[src/rtl/rv_pkg.sv]
// Shared RV32I definitions: opcodes, register index width and per-opcode operand usage.
package rv_pkg;

   localparam int unsigned REG_IDX_WIDTH = 5;
   localparam int unsigned NUM_REGS      = 32;
   localparam int unsigned OPC_WIDTH     = 7;

   localparam logic [OPC_WIDTH-1:0] OPC_OP     = 7'b0110011;
   localparam logic [OPC_WIDTH-1:0] OPC_OP_IMM = 7'b0010011;
   localparam logic [OPC_WIDTH-1:0] OPC_LOAD   = 7'b0000011;
   localparam logic [OPC_WIDTH-1:0] OPC_JALR   = 7'b1100111;
   localparam logic [OPC_WIDTH-1:0] OPC_STORE  = 7'b0100011;
   localparam logic [OPC_WIDTH-1:0] OPC_BRANCH = 7'b1100011;
   localparam logic [OPC_WIDTH-1:0] OPC_LUI    = 7'b0110111;
   localparam logic [OPC_WIDTH-1:0] OPC_AUIPC  = 7'b0010111;
   localparam logic [OPC_WIDTH-1:0] OPC_JAL    = 7'b1101111;

   function automatic logic uses_rs1(input logic [OPC_WIDTH-1:0] opc);
      case (opc)
         OPC_OP, OPC_OP_IMM, OPC_LOAD, OPC_JALR, OPC_STORE, OPC_BRANCH: return 1'b1;
         default: return 1'b0;
      endcase
   endfunction

   function automatic logic uses_rs2(input logic [OPC_WIDTH-1:0] opc);
      case (opc)
         OPC_OP, OPC_STORE, OPC_BRANCH: return 1'b1;
         default: return 1'b0;
      endcase
   endfunction

   function automatic logic writes_rd(input logic [OPC_WIDTH-1:0] opc);
      case (opc)
         OPC_OP, OPC_OP_IMM, OPC_LOAD, OPC_JALR, OPC_LUI, OPC_AUIPC, OPC_JAL: return 1'b1;
         default: return 1'b0;
      endcase
   endfunction

endpackage

[src/rtl/rv_scoreboard.sv]
// One busy bit per architectural register; a set and clear of the same register in one cycle leaves it set.
module rv_scoreboard
   import rv_pkg::*;
(
   input  logic                     clk,
   input  logic                     reset,
   input  logic                     set_en,
   input  logic [REG_IDX_WIDTH-1:0] set_idx,
   input  logic                     clr_en,
   input  logic [REG_IDX_WIDTH-1:0] clr_idx,
   output logic [NUM_REGS-1:0]      busy
);

   logic [NUM_REGS-1:0] busy_next;

   // Clear first so a same-register set overrides it; x0 is forced idle.
   always_comb begin
      busy_next = busy;
      if (clr_en) busy_next[clr_idx] = 1'b0;
      if (set_en) busy_next[set_idx] = 1'b1;
      busy_next[0] = 1'b0;
   end

   always_ff @(posedge clk or posedge reset) begin
      if (reset) busy <= '0;
      else       busy <= busy_next;
   end

endmodule

[src/rtl/operand_fetch.sv]
// Issue stage: scoreboard hazard check, writeback forwarding and the execute payload register.
module operand_fetch
   import rv_pkg::*;
#(
   parameter int unsigned REG_DATA_WIDTH = 32,
   parameter int unsigned INST_WIDTH     = 32
) (
   input  logic                      clk,
   input  logic                      reset,
   input  logic                      inst_valid,
   output logic                      inst_ready,
   input  logic [INST_WIDTH-1:0]     inst,
   output logic [REG_IDX_WIDTH-1:0]  read_reg_0,
   output logic [REG_IDX_WIDTH-1:0]  read_reg_1,
   input  logic [REG_DATA_WIDTH-1:0] dout_reg_0,
   input  logic [REG_DATA_WIDTH-1:0] dout_reg_1,
   input  logic                      wb_enable,
   input  logic [REG_IDX_WIDTH-1:0]  wb_reg,
   input  logic [REG_DATA_WIDTH-1:0] wb_data,
   output logic                      ex_valid,
   input  logic                      ex_ready,
   output logic [INST_WIDTH-1:0]     ex_inst,
   output logic [REG_DATA_WIDTH-1:0] ex_rs1_data,
   output logic [REG_DATA_WIDTH-1:0] ex_rs2_data
);

   logic [OPC_WIDTH-1:0]      opcode;
   logic [REG_IDX_WIDTH-1:0]  rs1_idx, rs2_idx, rd_idx;
   logic                      need_rs1, need_rs2, need_rd;
   logic                      wb_hit_rs1, wb_hit_rs2, wb_hit_rd;
   logic                      hazard, fire;
   logic [NUM_REGS-1:0]       busy;
   logic [REG_DATA_WIDTH-1:0] fwd_rs1, fwd_rs2;

   assign opcode  = inst[6:0];
   assign rs1_idx = inst[19:15];
   assign rs2_idx = inst[24:20];
   assign rd_idx  = inst[11:7];

   assign read_reg_0 = rs1_idx;
   assign read_reg_1 = rs2_idx;

   assign need_rs1 = uses_rs1(opcode);
   assign need_rs2 = uses_rs2(opcode);
   assign need_rd  = writes_rd(opcode);

   assign wb_hit_rs1 = wb_enable && (wb_reg == rs1_idx) && (rs1_idx != '0);
   assign wb_hit_rs2 = wb_enable && (wb_reg == rs2_idx) && (rs2_idx != '0);
   assign wb_hit_rd  = wb_enable && (wb_reg == rd_idx)  && (rd_idx  != '0);

   // busy[0] is tied low, so x0 operands and destinations never stall.
   assign hazard = (need_rs1 && busy[rs1_idx] && !wb_hit_rs1)
                 | (need_rs2 && busy[rs2_idx] && !wb_hit_rs2)
                 | (need_rd  && busy[rd_idx]  && !wb_hit_rd);

   assign inst_ready = !reset && !hazard && (!ex_valid || ex_ready);
   assign fire       = inst_valid && inst_ready;

   assign fwd_rs1 = (rs1_idx == '0) ? '0 : (wb_hit_rs1 ? wb_data : dout_reg_0);
   assign fwd_rs2 = (rs2_idx == '0) ? '0 : (wb_hit_rs2 ? wb_data : dout_reg_1);

   rv_scoreboard u_scoreboard (
      .clk     (clk),
      .reset   (reset),
      .set_en  (fire && need_rd),
      .set_idx (rd_idx),
      .clr_en  (wb_enable),
      .clr_idx (wb_reg),
      .busy    (busy)
   );

   always_ff @(posedge clk or posedge reset) begin
      if (reset) begin
         ex_valid    <= 1'b0;
         ex_inst     <= '0;
         ex_rs1_data <= '0;
         ex_rs2_data <= '0;
      end else if (fire) begin
         ex_valid    <= 1'b1;
         ex_inst     <= inst;
         ex_rs1_data <= fwd_rs1;
         ex_rs2_data <= fwd_rs2;
      end else if (ex_ready) begin
         ex_valid    <= 1'b0;
      end
   end

endmodule

[config.mk]
export PLATFORM = sky130hd
export DESIGN_NAME = operand_fetch
export DESIGN_NICKNAME = d
export VERILOG_FILES = /design/src/rtl/rv_pkg.sv /design/src/rtl/rv_scoreboard.sv /design/src/rtl/operand_fetch.sv
export SDC_FILE = /design/constraint.sdc
export NUM_CORES = 1
export LEC_CHECK = 0
export BUFFER_PORTS_ARGS = -buffer_cell sky130_fd_sc_hd__clkbuf_2
export CAP_MARGIN = 20
export CORE_MARGIN = 2
export CORE_UTILIZATION = 50
export DETAILED_ROUTE_END_ITERATION = 6
export PLACE_DENSITY = 0.82
export REMOVE_ABC_BUFFERS = 1
export SETUP_SLACK_MARGIN = 0.05
export SYNTH_ARGS = -nofsm -noshare
export SYNTH_HDL_FRONTEND = slang
export SYNTH_SLANG_ARGS = --single-unit
[constraint.sdc]
create_clock -name clk -period 7.8 [get_ports clk]
set_input_delay 0.78 -clock clk [delete_from_list [all_inputs] [get_ports clk]]
set_output_delay 0.78 -clock clk [all_outputs]
set_load 0.01 [all_outputs]
# [Word-level counts from Yosys, hierarchy flattened]
# Index checks and enable logic that the tools add are counted.
[op_classes] multipliers=0 eq_ne=12 div_mod_pow=0 n_bitwise=5 shift=0 reduce_logical=34 addsub=0 n_lt_le_gt_ge=6 mux=21
[op_table] cell="$mux 32" n=6
[op_table] cell="$and 32x32->32" n=1
[op_table] cell="$not 32->32" n=1
[op_table] cell="$or 32x32->32" n=1
[op_table] cell="$lt 5x6->1 const B" n=4
[op_table] cell="$eq 7x6->1 const B" n=3
[op_table] cell="$eq 7x7->1 const B" n=3
[op_table] cell="$logic_and 1x1->1" n=18
[op_table] cell="$bmux 1 s5" n=3
[op_table] cell="$eq 5x5->1" n=3
[op_table] cell="$reduce_bool 5->1" n=3
[op_table] cell="$eq 7x5->1 const B" n=2
[op_table] cell="$demux 1 s5" n=2
[op_table] cell="$ge 5x1->1 const B" n=2
[op_table] cell="$logic_not 5->1" n=2
[op_table] cell="$mux 1" n=10
[op_table] cell="$eq 7x2->1 const B" n=1
[op_table] cell="$reduce_or 7->1" n=1
[op_table] cell="$logic_not 1->1" n=6
[op_table] cell="$reduce_or 6->1" n=1
[op_table] cell="$reduce_or 3->1" n=1
[op_table] cell="$or 1x1->1" n=2
[op_table] cell="$reduce_bool 2->1" n=1
[op_table] cell="$logic_or 1x1->1" n=1
[totals] latch_bits=0 elab_cells=83 input_bits=138 n_memories=0 mem_bits_ro=0 output_inout_bits=108 ram_bits=0 reg_bits=128

# [Depth between registers and ports, before layout]
[logic_depth] ltp_word=13 ltp_mapped=12 depth_no_buf=7

# [Cells and area by module]
# A second synthesis with hierarchy kept.
[unflattened] hier_cells=648 area_unflattened_um2=7129.3
[modules_own_cells] mod="operand_fetch" cells_each=527 area_per_inst_um2=5849.4 instances=1
[modules_own_cells] mod="rv_scoreboard" cells_each=121 area_per_inst_um2=1280.0 instances=1

# [Worst setup path before layout]
# OpenSTA, ideal clock, no wires.
[synth_path] kind="input -> output" startpoint="in reset" endpoint="out inst_ready" setup_slack_ps=2405 t_arrival_ps=4615 t_required_ps=7020 path_stages=4 path_cell_list="inv_1 > nand2_1 > a2111oi_4 > clkbuf_1"
[synth_via] elab_chain_cells=3
[synth_lines] element="from (decl)" line="operand_fetch.sv:9" text="input logic reset,"
[synth_lines] element="$logic_not 1->1 (no line)"
[synth_lines] element="$logic_and 1x1->1 (2 in a row)" line="operand_fetch.sv:56" text="assign inst_ready = !reset && !hazard && (!ex_valid || ex_ready);"
[synth_lines] element="to (decl)" line="operand_fetch.sv:11" text="output logic inst_ready,"
# No other way between the ends.

# [Worst setup path after layout]
[layout_path] startpoint="in inst[16]" endpoint="reg ex_inst[10]"
[layout_via] elab_chain_cells=11 word_cells_on_any_way=15
[layout_lines] element="from (decl)" line="operand_fetch.sv:12" text="input logic [INST_WIDTH-1:0] inst,"
[layout_lines] element="branches (longest 4 deep; another with $bmux 1 s5)"
[layout_lines] element="$logic_and 1x1->1 *" line="operand_fetch.sv:52" text="assign hazard = (need_rs1 && busy[rs1_idx] && !wb_hit_rs1)"
[layout_lines] element="$or 1x1->1 *" line="operand_fetch.sv:53" text="| (need_rs2 && busy[rs2_idx] && !wb_hit_rs2)"
[layout_lines] element="$or 1x1->1 *" line="operand_fetch.sv:54" text="| (need_rd && busy[rd_idx] && !wb_hit_rd);"
[layout_lines] element="$logic_not 1->1 *" line="operand_fetch.sv:56"
[layout_lines] element="$logic_and 1x1->1 * (2 in a row)" line="operand_fetch.sv:56"
[layout_lines] element="$logic_and 1x1->1 *" line="operand_fetch.sv:57" text="assign fire = inst_valid && inst_ready;"
[layout_lines] element="to (signal assigned)" line="operand_fetch.sv:80" text="ex_inst <= inst;"
[layout_lines] element="to (decl)" line="operand_fetch.sv:22" text="output logic [INST_WIDTH-1:0] ex_inst,"
# Mark *: on every way between the ends. The select of a mux whose other input is x is not followed.
# A chain may end at the register's enable or synchronous reset.

==> run_results.csv <==
group,metric,value,unit
clock_network,cts-resized-gates,0,
drt,wl_per_cell,21.5,um
logic_synthesis,synth.most_common_cell,"dfrtp_1",
pwr,p_leak,3.96,nW
drt,vias_per_cell,6.26,
drt,drtAntennaViolNets,0,
drt,wl,22700,um
grt,antenna_found_initial,0,
timing,holdWs,482,ps
logic_synthesis,netlist_area,0.00716,sq mm
cells_and_area,fillers,1069,
setup_path,cp_cell_sequence,"clkbuf_2 > or4_1 > nor2_2 > buf_4 > nor3_2 > buf_4 > nor4_1 > a2111oi_4 > buf_4 > and2_4 > buf_4 > mux2_2",
drt,drt-initial-drc-count,844,
grt,grt_pass1_vias,6295,
logic_synthesis,synth_edf_count,0,
timing,skew,9.59,ps
cells_and_area,diodes,0,
setup_path,cp-end-kind,"flip-flop",
clock_network,clk_latency,430,ps
setup_path,ff2ff_setup_slack,3630,ps
setup_path,crit_path_start_kind,"input pin",
logic_synthesis,synth_top_area_cell,"dfrtp_1",
timing,worst_slack,3100,ps
logic_synthesis,ys_warn_count,0,
timing,drv_slew,0,
logic_synthesis,async_flop_share,1.00,
timing,tns,0,ps
place,gp_congestion,1.04,
setup_path,critical_path.max_fanout,64,
clock_network,clk_path_buf_depth,2,
die,fp.dieH,124,um
setup_path,crit_type,"input pin to flip-flop",
clock_network,post_cts.repair.setup_buffers,0,
timing,worst-slew-pin-transition,996,ps
clock_network,clock-sinks,128,
logic_synthesis,ys.flop_type,"dfrtp_1",
place,placed_area,0.00833,sq mm
clock_network,cts_hold_buf,0,
die,die_area,0.0153,sq mm
cells_and_area,design_area,0.00903,sq mm
setup_path,arrival,5010,ps
place,dp_cells,1020,
timing,rsz0062_at_grt,"false",
clock_network,path_clk_slew,60,ps
logic_synthesis,synth_cell_types,45,
grt,grt_pass1_wl,34100,um
timing,fmax,213,MHz
cells_and_area,layout-drive-gt1-share,0.432,
cells_and_area,fin_nets,1000,
logic_synthesis,synth_area_leaders,"dfrtp_1, mux2_2, mux2i_1, mux4_2, o41ai_1",
timing,hold_viol,0,
timing,setup_viol,0,
pwr,powerDensity,237,mW/mm^2
place,place.port_buffers,245,
place,post-place-ws,2720,ps
grt,grt_remaining_overflow,0,
cells_and_area,stdcell_count,1054,
logic_synthesis,yosys_register_bits,128,
clock_network,htreeDepth,4,
die,core_area,0.0139,sq mm
logic_synthesis,synth_top_area_share,0.448,
outcome,status,"finished, final reports clean",
clock_network,cts_made_buffers,17,
setup_path,critPathRequiredTime,8110,ps
cells_and_area,area_growth,26.2,%
grt,track_usage,0.295,
grt,grt_max_degree,74,
die,die_w,124,um
logic_synthesis,syn_avg_cell_area,10.8,sq um
pwr,ir_drop,0.000197,V
die,row_count,43,
logic_synthesis,yosysSeqAreaShare,0.448,
timing,slew_headroom,0.332,
setup_path,cp_slowest_cell,"and2_4",
logic_synthesis,synthCells,664,
logic_synthesis,synth_common_cells,"dfrtp_1, mux2_2, clkbuf_1, mux2i_1, nand2_1",
drt,vias,6593,
worst_hold_path,hp-class,"input pin to asynchronous set/reset pin",
setup_path,cpMostUsedCell,"buf_4",
drt,firstDrtPassIters,7,
clock_network,cts_tree,"done",
die,io_pins,246,
job,drv_cap,0,
die,initial_core_util,0.514,
place,place_hpwl,15400,um
drt,drc,0,
timing,finalCriticalPeriod,4700,ps
clock_network,root_buffer,"clkbuf_16",
timing,period_share,0.602,
setup_path,critPathMaxStageDelay,750,ps
-- final timing paths --
path / from / to / depth (start not counted)
worst max-delay path: inst[16] / ex_inst[10] / 12
worst min-delay path: reset / ex_rs1_data[11] / 2
worst max register to register: u_scoreboard.busy[14] / ex_inst[10] / 9
worst min register to register: ex_inst[5] / ex_inst[5] / 1
max in group asynchronous: reset / ex_rs1_data[31] / 3
min in group clk: ex_inst[5] / ex_inst[5] / 1
-- critical path, delay by kind of cell --
kind | cells | cell delay (ps)
buffers and inverters | 5 | 2030
AND/OR/NAND/NOR | 5 | 1340
multiplexers | 1 | 390
AO/OA/AOI/OAI | 1 | 330
-- cells in the final DEF, fill, tap and decap left out, drive strengths merged, types with 15 or more instances in the layout --
cell type / n
a31oi: 34
nor2: 40
mux2i: 44
mux4: 17
mux2: 69
nand2: 43
o211ai: 34
a21oi: 32
xnor2: 15
dfrtp: 128
o21ai: 32
o41ai: 31
clkbuf: 266
-- routing by layer --
metal,routed length [um],up-vias,part of all wire,GRT usage
met5,0,-,0,0
met4,976,0,0.043,0.132
met3,2460,87,0.11,0.0884
met2,10700,443,0.47,0.451
met1,8530,3167,0.38,0.389
li1,-,2896,-,-
-- per-stage QoR --
step	power, mW	util
after floorplan	1.05	-
after global placement	1.27	0.597
after detailed placement	1.28	0.597
after CTS	2.14	0.643
after global routing	2.22	0.648
final	2.14	0.648
-- registers in the layout (all words and copies together), names as in the netlist --
signal	count
ex_rs1_data	32
ex_rs2_data	32
ex_inst	32
ex_valid	1
u_scoreboard.busy	31
-- area by class of cell --
type / count / area (sq um) / area share
multi-input cells: 454 / 3590 / 0.397
flip-flops and latches: 128 / 3200 / 0.355
repair buffers: 256 / 1360 / 0.150
clock buffers: 21 / 480 / 0.0532
well taps: 180 / 225 / 0.0249
clock inverters: 10 / 156 / 0.0173
inverters: 5 / 21.3 / 0.00235
-- power breakdown --
group	switching, mW	total (mW)	internal [mW]
Clock	0.294	0.859	0.565
Combinational	0.252	0.453	0.201
Sequential	0.0587	0.826	0.767
Total	0.605	2.14	1.53
-- cell families after synthesis --
family,Yosys count,share of synthesized area
AO/OA/AOI/OAI,179,0.169
XOR/XNOR,15,0.0184
buffers and inverters,82,0.0532
flip-flops,128,0.448
multiplexers,130,0.224
AND/OR/NAND/NOR,130,0.0883
Note: power is estimated with default switching activity, not from simulation.
